--- src/rtl/serial_add_pkg.sv ---
// ============================================================================
// Module : serial_add_pkg
// Brief  : Shared constants for the bit-serial adder controller.
// Rev    : 1.0  initial release
// ============================================================================
`default_nettype none

package serial_add_pkg;

    localparam int unsigned SA_DEFAULT_WIDTH = 8;

    localparam logic [1:0] ST_IDLE = 2'b00;
    localparam logic [1:0] ST_RUN  = 2'b01;
    localparam logic [1:0] ST_DONE = 2'b10;

    // Bit counter must stay at least one bit wide even for WIDTH=1.
    function automatic int cnt_width(input int w);
        return (w > 1) ? $clog2(w) : 1;
    endfunction

endpackage

`default_nettype wire

--- src/rtl/fa.sv ---
// ============================================================================
// Module : fa
// Brief  : One-bit full adder, the shared serial datapath element.
// Rev    : 1.0  initial release
// ============================================================================
`default_nettype none

module fa (
    input  logic a,
    input  logic b,
    input  logic cin,
    output logic sum,
    output logic cout
);

    assign sum  = a ^ b ^ cin;
    assign cout = (a & b) | (a & cin) | (b & cin);

endmodule

`default_nettype wire

--- src/rtl/serial_add_ctrl.sv ---
// ============================================================================
// Module : serial_add_ctrl
// Brief  : Schedules one full adder over WIDTH-bit operands, LSB first.
// Rev    : 1.0  initial release
// ============================================================================
`default_nettype none

module serial_add_ctrl
    import serial_add_pkg::*;
#(
    parameter int WIDTH = SA_DEFAULT_WIDTH
) (
    input  logic             clk,
    input  logic             rst,
    input  logic             start,
    input  logic [WIDTH-1:0] a,
    input  logic [WIDTH-1:0] b,
    input  logic             cin,
    output logic             busy,
    output logic             done,
    output logic [WIDTH-1:0] sum,
    output logic             cout
);

    localparam int            CW     = cnt_width(WIDTH);
    localparam logic [CW-1:0] C_LAST = CW'(WIDTH - 1);

    logic [1:0]       r_state;
    logic [1:0]       w_state_next;
    logic             r_busy;
    logic             r_done;
    logic [WIDTH-1:0] r_sa;
    logic [WIDTH-1:0] r_sb;
    logic [WIDTH-1:0] r_ws;
    logic [WIDTH-1:0] r_sum;
    logic             r_cout;
    logic             r_carry;
    logic [CW-1:0]    r_cnt;

    logic             w_accept;
    logic             w_step;
    logic             w_last;
    logic             w_fa_sum;
    logic             w_fa_cout;
    logic [WIDTH-1:0] w_ws_next;

    fa u_fa (
        .a    (r_sa[0]),
        .b    (r_sb[0]),
        .cin  (r_carry),
        .sum  (w_fa_sum),
        .cout (w_fa_cout)
    );

    // Sum bits enter at the MSB so that after WIDTH steps bit 0 holds the LSB.
    assign w_ws_next = (r_ws >> 1) | (WIDTH'(w_fa_sum) << (WIDTH - 1));

    // Busy/done are registered from the next state so outputs stay flop-driven.
    always_ff @(posedge clk) begin
        if (rst) begin
            r_state <= ST_IDLE;
            r_busy  <= 1'b0;
            r_done  <= 1'b0;
        end else begin
            r_state <= w_state_next;
            r_busy  <= (w_state_next == ST_RUN);
            r_done  <= (w_state_next == ST_DONE);
        end
    end

    always_comb begin
        w_state_next = r_state;
        case (r_state)
            ST_IDLE: if (start) w_state_next = ST_RUN;
            ST_RUN:  if (w_last) w_state_next = ST_DONE;
            ST_DONE: w_state_next = start ? ST_RUN : ST_IDLE;
            default: w_state_next = ST_IDLE;
        endcase
    end

    always_comb begin
        w_accept = start && ((r_state == ST_IDLE) || (r_state == ST_DONE));
        w_step   = (r_state == ST_RUN);
        w_last   = w_step && (r_cnt == C_LAST);
    end

    always_ff @(posedge clk) begin
        if (rst) begin
            r_sa    <= '0;
            r_sb    <= '0;
            r_ws    <= '0;
            r_sum   <= '0;
            r_cout  <= 1'b0;
            r_carry <= 1'b0;
            r_cnt   <= '0;
        end else if (w_accept) begin
            r_sa    <= a;
            r_sb    <= b;
            r_carry <= cin;
            r_cnt   <= '0;
        end else if (w_step) begin
            r_sa    <= r_sa >> 1;
            r_sb    <= r_sb >> 1;
            r_ws    <= w_ws_next;
            r_carry <= w_fa_cout;
            r_cnt   <= r_cnt + CW'(1);
            if (w_last) begin
                r_sum  <= w_ws_next;
                r_cout <= w_fa_cout;
            end
        end
    end

    assign busy = r_busy;
    assign done = r_done;
    assign sum  = r_sum;
    assign cout = r_cout;

endmodule

`default_nettype wire
--- config.mk ---
export PLATFORM = sky130hd
export DESIGN_NAME = serial_add_ctrl
export DESIGN_NICKNAME = d
export VERILOG_FILES = /design/src/rtl/serial_add_pkg.sv /design/src/rtl/fa.sv /design/src/rtl/serial_add_ctrl.sv
export SDC_FILE = /design/constraint.sdc
export NUM_CORES = 1
export LEC_CHECK = 0
export CORE_UTILIZATION = 54
export DETAILED_ROUTE_END_ITERATION = 16
export PLACE_DENSITY_LB_ADDON = 0.1
export SLEW_MARGIN = 20
export SYNTH_ARGS = -nofsm -noshare
export SYNTH_HDL_FRONTEND = slang
export SYNTH_SLANG_ARGS = --single-unit
--- constraint.sdc ---
create_clock -name clk -period 3.73 [get_ports clk]
set_input_delay 0.373 -clock clk [delete_from_list [all_inputs] [get_ports clk]]
set_output_delay 0.373 -clock clk [all_outputs]
set_load 0.03 [all_outputs]
After elaboration in Yosys (flattened, before gate mapping)
Index checks and enable logic that the tools add are counted.
{ "classes": {"add_sub_neg": 1, "n_eq_ne": 5, "mux": 10, "bitwise_logic": 9, "reduce_logical": 8} }
{ "op_table": {"columns": ["operator", "count"], "rows": [
  ["8-bit two-way mux", 4],
  ["7-bit by 8-bit bitwise OR with 8-bit output", 1],
  ["2-bit one-hot mux with 3 select lines", 1],
  ["2-bit by 1-bit equality test with 1-bit output, second input constant", 2],
  ["2-bit equality test, second input constant", 2],
  ["2-bit two-way mux", 2],
  ["3-bit by 1-bit adder with 3-bit output, second input constant", 1],
  ["1-bit AND", 3],
  ["3-bit equality test, second input constant", 1],
  ["1-bit two-way mux", 3],
  ["3-bit AND reduction", 1],
  ["1-bit logical AND", 2],
  ["2-bit zero test", 1],
  ["1-bit bitwise OR", 2],
  ["2-bit AND reduction", 1],
  ["2-bit nonzero test", 1],
  ["2-bit OR reduction", 1],
  ["1-bit bitwise XOR", 2],
  ["1-bit logical OR", 1],
  ["1-bit inverter", 1]
]} }
{ "word_totals": {"ff_bits": 41, "input_bits": 20, "output_inout_bits": 11, "wordCells": 43} }

Depth between registers and ports, before layout
Gate-level depths: netlist of run 1.
{ "depth": {"ltp_word": 5, "depth_mapped": 6, "mapped_depth_nobuf": 5} }

Cells and area by module
From an unflattened synthesis of run 1, not the netlist that was laid out.
{ "hier_totals": {"hier_cells": 182, "area_unflattened_um2": 1561.5} }
{ "modules_own_cells": {"columns": ["mod", "n_inst", "cells_each", "area_per_inst_um2", "seq_area_each_um2"], "rows": [
  ["serial_add_ctrl", 1, 181, 1541.5, 800.8],
  ["fa", 1, 1, 20.0, 0.0]
]} }

Worst setup path before layout of run 1
OpenSTA, ideal clock, no wires.
{ "synth_path": {"path_type": "flip-flop to flip-flop", "start": "register r_cnt[0]", "end": "register r_sum[1], in the netlist sum[1]", "setup_ps": 71, "t_arrival_ps": 1229, "t_required_ps": 3659, "slack_ps": 2431, "stages_incl_launch_ff": 7, "synth_period_minus_slack_ps": 1299, "path_cell_list": "dfxtp_1 -> ha_1 -> ha_1 -> nand3b_1 -> clkbuf_1 -> nand2_1 -> a21oi_1"} }
{ "synth_between": {"elab_chain_cells": 3} }
{ "synth_lines": {"columns": ["item", "line", "rtl"], "rows": [
  ["start, declared", "serial_add_ctrl.sv:38", "logic [CW-1:0] r_cnt;"],
  ["start signal, assigned", "serial_add_ctrl.sv:106", "r_cnt <= r_cnt + CW'(1);"],
  ["3-bit equality test", "serial_add_ctrl.sv:84", "w_last = w_step && (r_cnt == C_LAST);"],
  ["1-bit logical AND", "serial_add_ctrl.sv:84", null],
  ["3-bit AND reduction (no line)", null, null],
  ["end signal, assigned", "serial_add_ctrl.sv:108", "r_sum <= w_ws_next;"],
  ["end, declared", "serial_add_ctrl.sv:35", "logic [WIDTH-1:0] r_sum;"]
]} }
No other way between the ends.
A chain may end at the register's enable or synchronous reset.

Final worst setup path of run 1
{ "layout_path": {"start": "register r_cnt[0]", "end": "register r_sum[0], in the netlist sum[0]"} }
Same word-level chain as after synthesis.

==> results of run 1 <==
[power breakdown]
group          total (uW)  switching, uW  internal, uW
combinational        91.9           50.8          41.1
clock                 279            138           141
sequential            457           10.9           446
[layer usage]
metal	GRT usage	wire (um)
met1	0.269	1470
met2	0.339	1440
met3	0.0860	187
met4	0.0871	60
met5	0	0
[worst paths after layout]
kind,start,endpoint,slack (ns),depth (start not counted)
setup / recovery,r_cnt[0],sum[0],1.96,5
hold / removal,sum[7],sum[7],0.46,2
setup reg to reg,r_cnt[0],sum[0],1.96,5
hold reg to reg,sum[7],sum[7],0.46,2
[area by class of cell]
type / count / share of cell area
flip-flops and latches: 40 / 0.420
well taps: 31 / 0.0204
multi-input cells: 128 / 0.357
clock inverters: 2 / 0.0184
clock buffers: 6 / 0.0217
repair buffers: 31 / 0.162
[placed cells by master (no fill, tap or decap)]
cell type / instances
nand2_1: 47
clkbuf_1: 1
a22oi_1: 3
ha_1: 2
bufinv_16: 1
and2b_2: 1
nand3_1: 12
a311oi_1: 12
o21a_1: 1
dfxtp_1: 40
nor2b_1: 1
buf_4: 1
mux2i_1: 4
clkdlybuf4s50_1: 30
nand3b_1: 1
fa_1: 1
nor3_1: 5
nand2b_1: 2
a21oi_1: 19
clkbuf_4: 5
clkinv_2: 1
nor2_1: 16
xnor2_1: 1
[stage by stage]
step	instance area, um2	utilization	hold WS, ns
3_3_place_gp	1830	0.662	0.444
3_5_place_dp	1830	0.662	0.445
2_1_floorplan	1570	-	0.437
5_1_grt	1900	0.691	0.479
4_1_cts	1900	0.690	0.462
6_report	1900	0.691	0.460
[sequential cells by signal, summed over array words and instances (netlist names)]
name / cells
r_sb: 8
cout: 1
busy: 1
r_ws: 7
r_sa: 8
r_cnt: 3
r_state: 2
sum: 8
done: 1
r_carry: 1
[critical path, stage by stage (launching register included)]
cell and delay, ns:
dfxtp_1 0.37, ha_1 0.15, ha_1 0.40, nand3b_1 0.44, nand2_1 0.19, a21oi_1 0.08
[cells by family after synthesis]
group,after synthesis,share of synthesized area
buffers and inverters,16,0.0566
XOR/XNOR,1,0.00558
multiplexers,4,0.0255
AND/OR/NAND/NOR,85,0.226
adder cells (fa/ha/maj),3,0.0287
flip-flops,40,0.510
AO/OA/AOI/OAI,35,0.147
==> impl_metrics.py, run 1 <==
metrics = {
    "routing": {
        "num_vias": 1352,
        "dr.pass1.iters": 4,
        "remaining_drc_errors": 0,
        "routed_via_density": 5.68,
        "ant_nets": 0,
        "wl_per_cell_um": 13.3,
        "drt_iter0_markers": 84,
        "wl_mm": 3.16,
    },
    "setup_path": {
        "required_ns": 3.95,
        "worst_setup_path_end_kind": "flip-flop",
        "path_class": "reg -> reg",
        "worstPathMaxFanout": 11,
        "cp.arrival_ns": 1.99,
        "cp-start-kind": "flip-flop",
    },
    "global_route": {
        "grt_use_total": 0.217,
        "grt_pass1_wl_mm": 5.22,
        "antenna_found_initial": 0,
        "grt_max_degree": 41,
        "grt-ovfl-total": 0,
        "grt_pass1_vias": 1192,
    },
    "worst_hold_path": {
        "hold_path.class": "reg -> reg",
    },
    "clocking": {
        "cts_root_buf": "clkbuf_4",
        "ctsHoldBuffers": 0,
        "htree_levels": 2,
        "clockBufferDepth": 2,
        "insertion_delay_ns": 0.35,
        "clk_pin_slew_ns": 0.12,
        "cts_sinks": 40,
        "cts_setup_buffers": 0,
        "ctsResizeCount": 0,
        "numCtsBuffers": 5,
        "cts_tree": "done",
    },
    "pwr": {
        "ir_drop_uv": 392,
        "p_leak_uw": 0.000666,
        "total_power_uw": 828,
        "pwr_density_cell_nw_per_um2": 435,
    },
    "logic_synthesis": {
        "synth_most_common_cell": "nand2_1",
        "synthCells": 184,
        "syn_avg_cell_area_um2": 8.53,
        "synth_top_area_share": 0.510,
        "synth_edf_count": 0,
        "synthesis.nets": 207,
        "synth_cell_types": 22,
        "synth.cell_area_um2": 1570,
        "ys_ff_latch": 40,
        "yosys-top-cells-count": "47 x nand2_1, 40 x dfxtp_1, 19 x a21oi_1, 16 x nor2_1",
        "yosysTopAreaCell": "dfxtp_1",
        "async_reset_ff_frac": 0,
        "ys_top_cells_by_area": "dfxtp_1 51%, nand2_1 11%, a311oi_1 6.7%",
        "synth_top_flop_cell": "dfxtp_1",
        "yosysSeqAreaShare": 0.510,
        "ys_warn_count": 0,
    },
    "timing": {
        "tightestPinTransition_ns": 0.952,
        "relSlewSlack": 0.365,
        "setup_ws_ns": 1.96,
        "setup_viol": 0,
        "setup_tns_ns": 0,
        "fin_crit_ns": 1.77,
        "finalHoldViolCount": 0,
        "slew_violations": 0,
        "skew_ns": 0.0156,
        "fmax_mhz": 566,
        "period_share": 0.473,
        "rsz0062_at_grt": "false",
    },
    "finish": {
        "drive_gt1_frac": 0.0435,
        "syn2layout_area_growth_pct": 21.4,
        "fin_cells": 238,
        "multi_input_area_um2": 681,
        "fill_cells": 237,
        "nets": 229,
        "diodes": 0,
        "regArea_um2": 801,
    },
    "placement": {
        "hpwl_mm": 1.98,
        "port-buffer-count": 30,
        "dp_slack_ns": 1.77,
        "place_congestion": 0.729,
        "place_inst": 230,
    },
    "floorplanning": {
        "die_height_um": 55.9,
        "dieArea_um2": 3130,
        "start_util": 0.569,
        "ios": 31,
        "core_area_um2": 2760,
        "rows": 19,
        "die_w_um": 55.9,
    },
    "status": {
        "status": "completed",
    },
    "job": {
        "cap_violations": 0,
    },
}
Note: power is estimated with default switching activity, not from simulation.
==> inputs of run 2 (changes only) <==
Settings changed: CORE_UTILIZATION 54 to 45.
Clock period 3.73 ns to 1.4 ns, I/O delays scaled along.
==> impl_metrics.py, run 2 (synthesis gave the netlist of run 1 again) <==
metrics = {
    "global_route": {
        "grt_pass1_wl_mm": 5.32,
        "grt_pass1_vias": 1205,
        "grt_use_total": 0.199,
        "grt_max_degree": 41,
        "grt-ovfl-total": 0,
        "antenna_found_initial": 0,
    },
    "timing": {
        "relSlewSlack": 0.796,
        "finalHoldViolCount": 0,
        "rsz0062_at_grt": "false",
        "skew_ns": 0.00737,
        "fin_crit_ns": 1.24,
        "period_share": 0.888,
        "slew_violations": 0,
        "setup_ws_ns": 0.157,
        "tightestPinTransition_ns": 0.307,
        "setup_viol": 0,
        "setup_tns_ns": 0,
        "fmax_mhz": 804,
        "holdWs_ns": 0.377,
    },
    "clocking": {
        "clockBufferDepth": 2,
        "insertion_delay_ns": 0.35,
        "cts_tree": "done",
        "ctsHoldBuffers": 0,
        "numCtsBuffers": 5,
        "clk_pin_slew_ns": 0.12,
        "cts_root_buf": "clkbuf_4",
        "cts_sinks": 40,
        "htree_levels": 2,
        "cts_setup_buffers": 0,
    },
    "worst_hold_path": {
        "hold_path.class": "in -> reg",
        "min-delay-start": "a[6]",
    },
    "setup_path": {
        "startpoint": "cout",
        "required_ns": 1.26,
        "cp.depth": 1,
        "crit_chain": "dlygate4sd2_1",
        "worstPathMaxFanout": 2,
        "crit_buf_inv": 1,
        "worst_setup_path_end_kind": "primary output",
        "r2r-end": "sum[7]",
        "path_class": "reg -> out",
        "cp.arrival_ns": 1.10,
        "reg2reg_slack_ns": 0.16,
        "path_delay_family": "buffers and inverters",
        "critPathMaxStageDelay_ns": 0.40,
        "slowest_stage": "dlygate4sd2_1",
        "reg2regPathDepth": 6,
        "cp-start-kind": "flip-flop",
        "crit_path_end": "cout",
        "r2r-start": "r_cnt[0]",
    },
    "routing": {
        "routed_via_density": 5.18,
        "num_vias": 1362,
        "drt_iter0_markers": 86,
        "wl_mm": 3.32,
        "dr.pass1.iters": 4,
        "remaining_drc_errors": 0,
        "wl_per_cell_um": 12.6,
        "ant_nets": 0,
    },
    "job": {
        "cap_violations": 0,
    },
    "floorplanning": {
        "die_w_um": 61.1,
        "ios": 31,
        "rows": 21,
        "die_height_um": 61.1,
        "dieArea_um2": 3730,
        "start_util": 0.470,
        "core_area_um2": 3340,
    },
    "finish": {
        "fin_cells": 263,
        "diodes": 0,
        "syn2layout_area_growth_pct": 28.9,
        "fin_util": 0.606,
        "final_cell_mix": "47 x nand2_1, 40 x dfxtp_1, 19 x a21oi_1, 19 x clkdlybuf4s50_1, 16 x nor2_1",
        "nets": 239,
        "drive_gt1_frac": 0.0876,
        "mostFrequentLayoutCell": "nand2_1",
    },
    "placement": {
        "place_inst": 255,
        "dp_slack_ns": 0.0872,
        "place_congestion": 0.739,
        "port-buffer-count": 30,
        "hpwl_mm": 2.27,
    },
    "pwr": {
        "p_int_uw": 1710,
        "power_switching_uw": 535,
        "ir_drop_uv": 722,
        "pwr-share-clk": 0.328,
        "pwr-share-comb": 0.127,
        "p_leak_uw": 0.000775,
        "pwr_density_cell_nw_per_um2": 1110,
        "swShare": 0.239,
        "p_seq_frac": 0.544,
    },
    "status": {
        "status": "completed",
    },
}
[run 2: through the flow]
stage,total power [uW],area [um2]
floorplan,1410,1570
global placement,1520,1960
detailed placement,1530,1960
CTS,2260,2020
global route,2350,2020
finish,2240,2020
[run 2: routing by layer]
| layer | global-route usage | wire (um) | vias to the layer above |
|---|---|---|---|
| li1 | - | - | 690 |
| met1 | 0.236 | 1470 | 628 |
| met2 | 0.340 | 1620 | 38 |
| met3 | 0.0630 | 172 | 6 |
| met4 | 0.0682 | 46 | 0 |
| met5 | 0 | 0 | - |
[run 2: final cells by class]
| class | instances | area [um2] |
|---|---|---|
| Clock inverter | 2 | 35.0 |
| Clock buffer | 6 | 41.3 |
| Tap cell | 46 | 57.6 |
| Fill cell | 315 | 1310 |
| Timing Repair Buffer | 41 | 407 |
| Sequential cell | 40 | 801 |
| Multi-Input combinational cell | 128 | 682 |
[run 2: how the worst min path moves through the flow]
stage / end / cells after the start
3_5_place_dp: sum[2] / 2
3_3_place_gp: sum[6] / 2
2_1_floorplan: r_sb[3] / 2
5_1_grt: r_sa[3] / 3
4_1_cts: r_sa[2] / 3
6_report: r_sa[6] / 3
[run 2: tightest hold or removal path, delay by kind of cell]
| family | cells | cell delay, ns |
|---|---|---|
| compound gates | 1 | 0.05 |
| buf+inv | 1 | 0.39 |
| simple gates | 1 | 0.10 |
[run 2: what timing repair did]
action / in CTS / in global routing
gates resized for setup: 11 / 1
endpoints found under the setup margin: 11 / 3
pin swaps: 0 / 0
[run 2: power by group through the flow]
| stage | Sequential [uW] | Clock (uW) | Combinational [uW] |
|---|---|---|---|
| after global placement | 1240 | 0 | 280 |
| after floorplan | 1240 | 0 | 169 |
| after CTS | 1220 | 755 | 286 |
| after detailed placement | 1240 | 0 | 286 |
| final | 1220 | 736 | 285 |
| after global routing | 1230 | 810 | 311 |
==> inputs of run 3 (changes only) <==
Settings changed: CAP_MARGIN set to 25, GPL_ROUTABILITY_DRIVEN set to 0.
==> results of run 3 <==
Same layout as run 2: the final DEF is identical, and so are final timing and power.
